<file path="config.mk">
export PLATFORM = sky130hd
export DESIGN_NAME = warp_scan_ctrl
export DESIGN_NICKNAME = d
export VERILOG_FILES = /design/src/rtl/warp_scan_ctrl.sv
export SDC_FILE = /design/constraint.sdc
export NUM_CORES = 1
export LEC_CHECK = 0
export CAP_MARGIN = 20
export CORE_AREA = 8 8 67 69
export CTS_CLUSTER_DIAMETER = 100
export DETAILED_ROUTE_END_ITERATION = 6
export DIE_AREA = 0 0 75 77
export PLACE_DENSITY = 0.77
export RECOVER_POWER = 50
export SYNTH_ARGS = -nofsm -noshare
export SYNTH_HDL_FRONTEND = slang
export SYNTH_SLANG_ARGS = --single-unit
</file>
<file path="constraint.sdc">
create_clock -name clk_in -period 2.2 [get_ports clk_in]
set_input_delay 0.44 -clock clk_in [delete_from_list [all_inputs] [get_ports clk_in]]
set_output_delay 0.44 -clock clk_in [all_outputs]
set_load 0.02 [all_outputs]
</file>
<file path="src/rtl/warp_scan_ctrl.sv">
// Raster-scan sequencer for the wave-warp datapath: scans H_ACTIVE x V_ACTIVE, drains, pulses done.
// Optional macro WARP_PHASE_EN adds the per-frame animation phase; otherwise phase_out is tied to 0.
module warp_scan_ctrl #(
  parameter int unsigned H_ACTIVE  = 240,
  parameter int unsigned V_ACTIVE  = 320,
  parameter int unsigned PIPE_LAT  = 2,
  parameter int unsigned PHASE_DIV = 4
) (
  input  logic        clk_in,
  input  logic        rst_n_in,
  input  logic        frame_start_in,
  input  logic        enable_in,
  input  logic        ready_in,
  output logic [10:0] hcount_out,
  output logic [9:0]  vcount_out,
  output logic        data_valid_out,
  output logic        busy_out,
  output logic        frame_done_out,
  output logic        overrun_out,
  output logic [8:0]  phase_out
);

  localparam int unsigned HW        = 11;
  localparam int unsigned VW        = 10;
  localparam int unsigned PW        = 9;
  localparam int unsigned DRAIN_LEN = (PIPE_LAT == 0) ? 1 : PIPE_LAT;
  localparam int unsigned DW        = (DRAIN_LEN > 1) ? $clog2(DRAIN_LEN) : 1;

  localparam logic [HW-1:0] H_LAST = HW'(H_ACTIVE - 1);
  localparam logic [VW-1:0] V_LAST = VW'(V_ACTIVE - 1);
  localparam logic [DW-1:0] D_LAST = DW'(DRAIN_LEN - 1);

  if (PHASE_DIV < 1) begin : g_phase_div_chk
    $error("PHASE_DIV must be >= 1");
  end

  typedef enum logic [1:0] {
    IDLE  = 2'd0,
    SCAN  = 2'd1,
    DRAIN = 2'd2,
    DONE  = 2'd3
  } state_e;

  state_e        state_q, state_d;
  logic [HW-1:0] hcount_q, hcount_d;
  logic [VW-1:0] vcount_q, vcount_d;
  logic [DW-1:0] drain_q, drain_d;
  logic          valid_q, valid_d;
  logic          busy_q, busy_d;
  logic          done_q, done_d;
  logic          overrun_q, overrun_d;

  // Next-state, coordinate and output decode
  always_comb begin
    state_d   = state_q;
    hcount_d  = hcount_q;
    vcount_d  = vcount_q;
    drain_d   = drain_q;
    unique case (state_q)
      IDLE: begin
        if (frame_start_in && enable_in) begin
          state_d  = SCAN;
          hcount_d = '0;
          vcount_d = '0;
        end
      end
      SCAN: begin
        if (valid_q && ready_in) begin
          if (hcount_q == H_LAST) begin
            // Last beat keeps its coordinate visible through the drain
            if (vcount_q == V_LAST) begin
              state_d = DRAIN;
              drain_d = '0;
            end else begin
              hcount_d = '0;
              vcount_d = vcount_q + VW'(1);
            end
          end else begin
            hcount_d = hcount_q + HW'(1);
          end
        end
      end
      DRAIN: begin
        if (drain_q == D_LAST) begin
          state_d = DONE;
        end else begin
          drain_d = drain_q + DW'(1);
        end
      end
      DONE: begin
        state_d  = IDLE;
        hcount_d = '0;
        vcount_d = '0;
      end
      default: state_d = IDLE;
    endcase
    valid_d   = (state_d == SCAN);
    busy_d    = (state_d != IDLE);
    done_d    = (state_d == DONE);
    overrun_d = frame_start_in && (state_q != IDLE);
  end

  always_ff @(posedge clk_in or negedge rst_n_in) begin
    if (!rst_n_in) begin
      state_q   <= IDLE;
      hcount_q  <= '0;
      vcount_q  <= '0;
      drain_q   <= '0;
      valid_q   <= 1'b0;
      busy_q    <= 1'b0;
      done_q    <= 1'b0;
      overrun_q <= 1'b0;
    end else begin
      state_q   <= state_d;
      hcount_q  <= hcount_d;
      vcount_q  <= vcount_d;
      drain_q   <= drain_d;
      valid_q   <= valid_d;
      busy_q    <= busy_d;
      done_q    <= done_d;
      overrun_q <= overrun_d;
    end
  end

  assign hcount_out     = hcount_q;
  assign vcount_out     = vcount_q;
  assign data_valid_out = valid_q;
  assign busy_out       = busy_q;
  assign frame_done_out = done_q;
  assign overrun_out    = overrun_q;

`ifdef WARP_PHASE_EN
  localparam int unsigned   FW     = (PHASE_DIV > 1) ? $clog2(PHASE_DIV) : 1;
  localparam logic [FW-1:0] F_LAST = FW'(PHASE_DIV - 1);
  localparam logic [PW-1:0] P_LAST = PW'(H_ACTIVE - 1);

  logic [FW-1:0] frame_q, frame_d;
  logic [PW-1:0] phase_q, phase_d;

  // Phase steps once every PHASE_DIV completed frames, wrapping at H_ACTIVE
  always_comb begin
    frame_d = frame_q;
    phase_d = phase_q;
    if (state_q == DONE) begin
      if (frame_q == F_LAST) begin
        frame_d = '0;
        phase_d = (phase_q == P_LAST) ? '0 : phase_q + PW'(1);
      end else begin
        frame_d = frame_q + FW'(1);
      end
    end
  end

  always_ff @(posedge clk_in or negedge rst_n_in) begin
    if (!rst_n_in) begin
      frame_q <= '0;
      phase_q <= '0;
    end else begin
      frame_q <= frame_d;
      phase_q <= phase_d;
    end
  end

  assign phase_out = phase_q;
`else
  assign phase_out = '0;
`endif

endmodule

</file>
==> flow_summary.ini <==
[outcome]
status = finished clean

[sta]
slew_violations = 0
min_period_ps = 2100
hold_violations = 0
relSlewSlack_pct = 0.314
setup_viol = 0
period_share_pct = 95.6
worst_slew_pin_slew_ps = 1500
holdWs_ps = 549
fmax_ghz = 0.476
fin_skew_ps = 1.14

[routing]
drt-total-wl_um = 4030
wl_met2_um = 2030
drc_errors = 0
ant_nets = 0
wl_met3_um = 163
wire_per_inst_um = 15.0
vias = 1486
first_iter_violations = 103
met1Wirelength_um = 1720
post_drt_via_cell_ratio = 5.54
top_layer_used = met4
first_pass_iters = 4

[place]
io_buffers = 29
place_congestion = 0.850
dpl.hpwl_um = 3030
place_inst = 263

[power]
power_frac_clock_pct = 23.3
swShare_pct = 33.8
combPwrFrac_pct = 33.7
power_density_nw_per_um2 = 719
p_seq_share_pct = 43.0
vdd_drop_max_mv = 0.396
leakage_nw = 0.878
p_sw_mw = 0.498
internal_power_mw = 0.975

[critical_path]
cpPeakStageDelay_ps = 440
cpMostUsedCell = and3_2
timing.rr.start = vcount_out[0]
cp_top_family = simple AND/OR/NAND/NOR gates
critPathRequiredTime_ps = 2490
arrival_ps = 2400
cp-end-kind = register
path_buf_inv = 0
worstPathMaxFanout = 6
crit_start = vcount_out[0]
critPathLaunchType = register
crit_path_cell_trace = ha_1 -> and3_2 -> and3_2 -> or3_4 -> or4_1 -> nand3_1
path_class = reg2reg
critPathSlowestCell = dfrtp_1

[logic_synthesis]
postSynthCellCount = 177
synth_async_sr_flop_share_pct = 100
synth-seq-cells = 28
avgSynthCellArea_um2 = 9.02
netlist_top_cells_area = dfrtp_1 44%, o21ai_0 6.3%, buf_4 4.2%
yosysWarnings = 0
ys_types = 41
synth_edf_count = 0
yosysSeqAreaShare_pct = 43.9
netlist_top_cells_count = 28 x dfrtp_1, 20 x o21ai_0, 17 x nand2_1, 12 x nand3_1, 11 x a21oi_1
synth_ff_type = dfrtp_1
yosysTopAreaCell = dfrtp_1
yosysTopAreaCellShare_pct = 43.9
synth_most_common_cell = dfrtp_1
syn_area_um2 = 1600

[clocking]
ctsRootBufferMaster = clkbuf_4
tritoncts = yes
clock_latency_ps = 340
clkTransAtPathRegs_ps = 150
clock_path_buffers = 2
cts_htree_levels = 1
cts.sink_count = 28
postCtsHoldBufs = 0
cts_made_buffers = 3

[floorplan]
die-area_um2 = 5780
core_region_area_um2 = 3500
die_h_um = 77
die_w_um = 75
rows = 22
boundaryPins = 39
initial_core_util_pct = 45.7

[worst_hold_path]
hp-start = vcount_out[2]
min_path_type = reg2reg

[global_routing]
grt_usage_pct = 14.9
grt_pass1_wl_um = 6910
gr-total-overflow = 0
antenna_found_initial = 0
grt_start_max_net_pins = 29
grt_pass1_vias = 1502

[cells_and_area]
area_growth_pct = 28.4
insertedDiodeCount = 0
final_cells = 268
nets = 228
final_core_util_pct = 58.6
drive_gt1_share_pct = 12.7

[flow_run]
maxCapViolCount = 0
## final cells by class
type                            instances  area, um2
Inverter                                3       11.3
Clock inverter                          1       30.0
Sequential cell                        28        701
Fill cell                             340       1450
Tap cell                               48       60.1
Clock buffer                            3       22.5
Multi-Input combinational cell        139        821
Timing Repair Buffer                   46        404
## sequential cells by signal, indices dropped and copies added, names as in the netlist
| signal | flops |
|---|---|
| data_valid_out | 1 |
| overrun_out | 1 |
| frame_done_out | 1 |
| vcount_out | 10 |
| state_q | 2 |
| hcount_out | 11 |
| drain_q | 1 |
| busy_out | 1 |
## per-layer routing
layer  up-vias  GRT usage, %
met3         9          1.95
met4         0          9.80
met1       710          18.3
met5         -             0
li1        727             -
met2        40          23.3
## path summary, 6_finish.rpt
kind	to	depth (start not counted)	slack, ps
worst min register to register	vcount_out[2]	1	550
min in group asynchronous	hcount_out[4]	2	960
worst min-delay path	vcount_out[2]	1	550
max in group asynchronous	hcount_out[5]	2	370
worst max register to register	vcount_out[7]	6	100
worst max-delay path	vcount_out[7]	6	100
## metrics by stage
stage	TNS [ps]	area (um2)	setup WS, ps	power (mW)
CTS	0	2060	91.5	1.49
global placement	0	2000	141	1.14
global route	-3.93	2050	-3.93	1.56
finish	0	2050	97.9	1.47
detailed placement	0	2000	92.3	1.15
floorplan	0	1630	128	0.910
## cell families (layout without fill, tap and decap cells)
| family | count (synthesis) | after routing | synth area share [%] |
|---|---|---|---|
| flops | 28 | 28 | 43.9 |
| mux | 1 | 1 | 0.627 |
| compound gates | 52 | 52 | 19.8 |
| simple gates | 75 | 75 | 27.3 |
| fa+ha+maj | 2 | 2 | 1.57 |
| other cells | 1 | 9 | 0.235 |
| buf+inv | 18 | 53 | 6.58 |
## cells in the final DEF, fill, tap and decap left out, drive strengths merged, types with 2 or more instances in the layout
master / synthesis / final
dlygate4sd3: 0 / 5
nand2: 17 / 17
clkbuf: 3 / 7
or3: 2 / 2
o21ai: 20 / 20
nand2b: 3 / 3
or4: 3 / 3
and3: 9 / 9
ha: 2 / 2
buf: 12 / 13
o311ai: 2 / 2
a31oi: 4 / 4
a32oi: 2 / 2
conb: 1 / 9
a21oi: 11 / 11
dfrtp: 28 / 28
or2: 2 / 2
nand3: 13 / 13
nor4b: 2 / 2
o31ai: 4 / 4
o211ai: 3 / 3
nand4: 5 / 5
nor2: 8 / 8
nor3: 4 / 4
clkdlybuf4s50: 0 / 24
inv: 3 / 3
nor2b: 2 / 2
and2: 3 / 3
## repair_timing
item                       CTS  global route
gates resized for setup      0             2
setup buffers                0             1
setup endpoints to repair    0             3
## power by group through the flow
stage,logic (mW),registers (mW),clock network [mW]
detailed placement,0.503,0.643,0
floorplan,0.210,0.700,0
global route,0.547,0.644,0.368
CTS,0.506,0.634,0.352
finish,0.496,0.634,0.343
global placement,0.492,0.643,0
(Power assumes the default switching activity.)
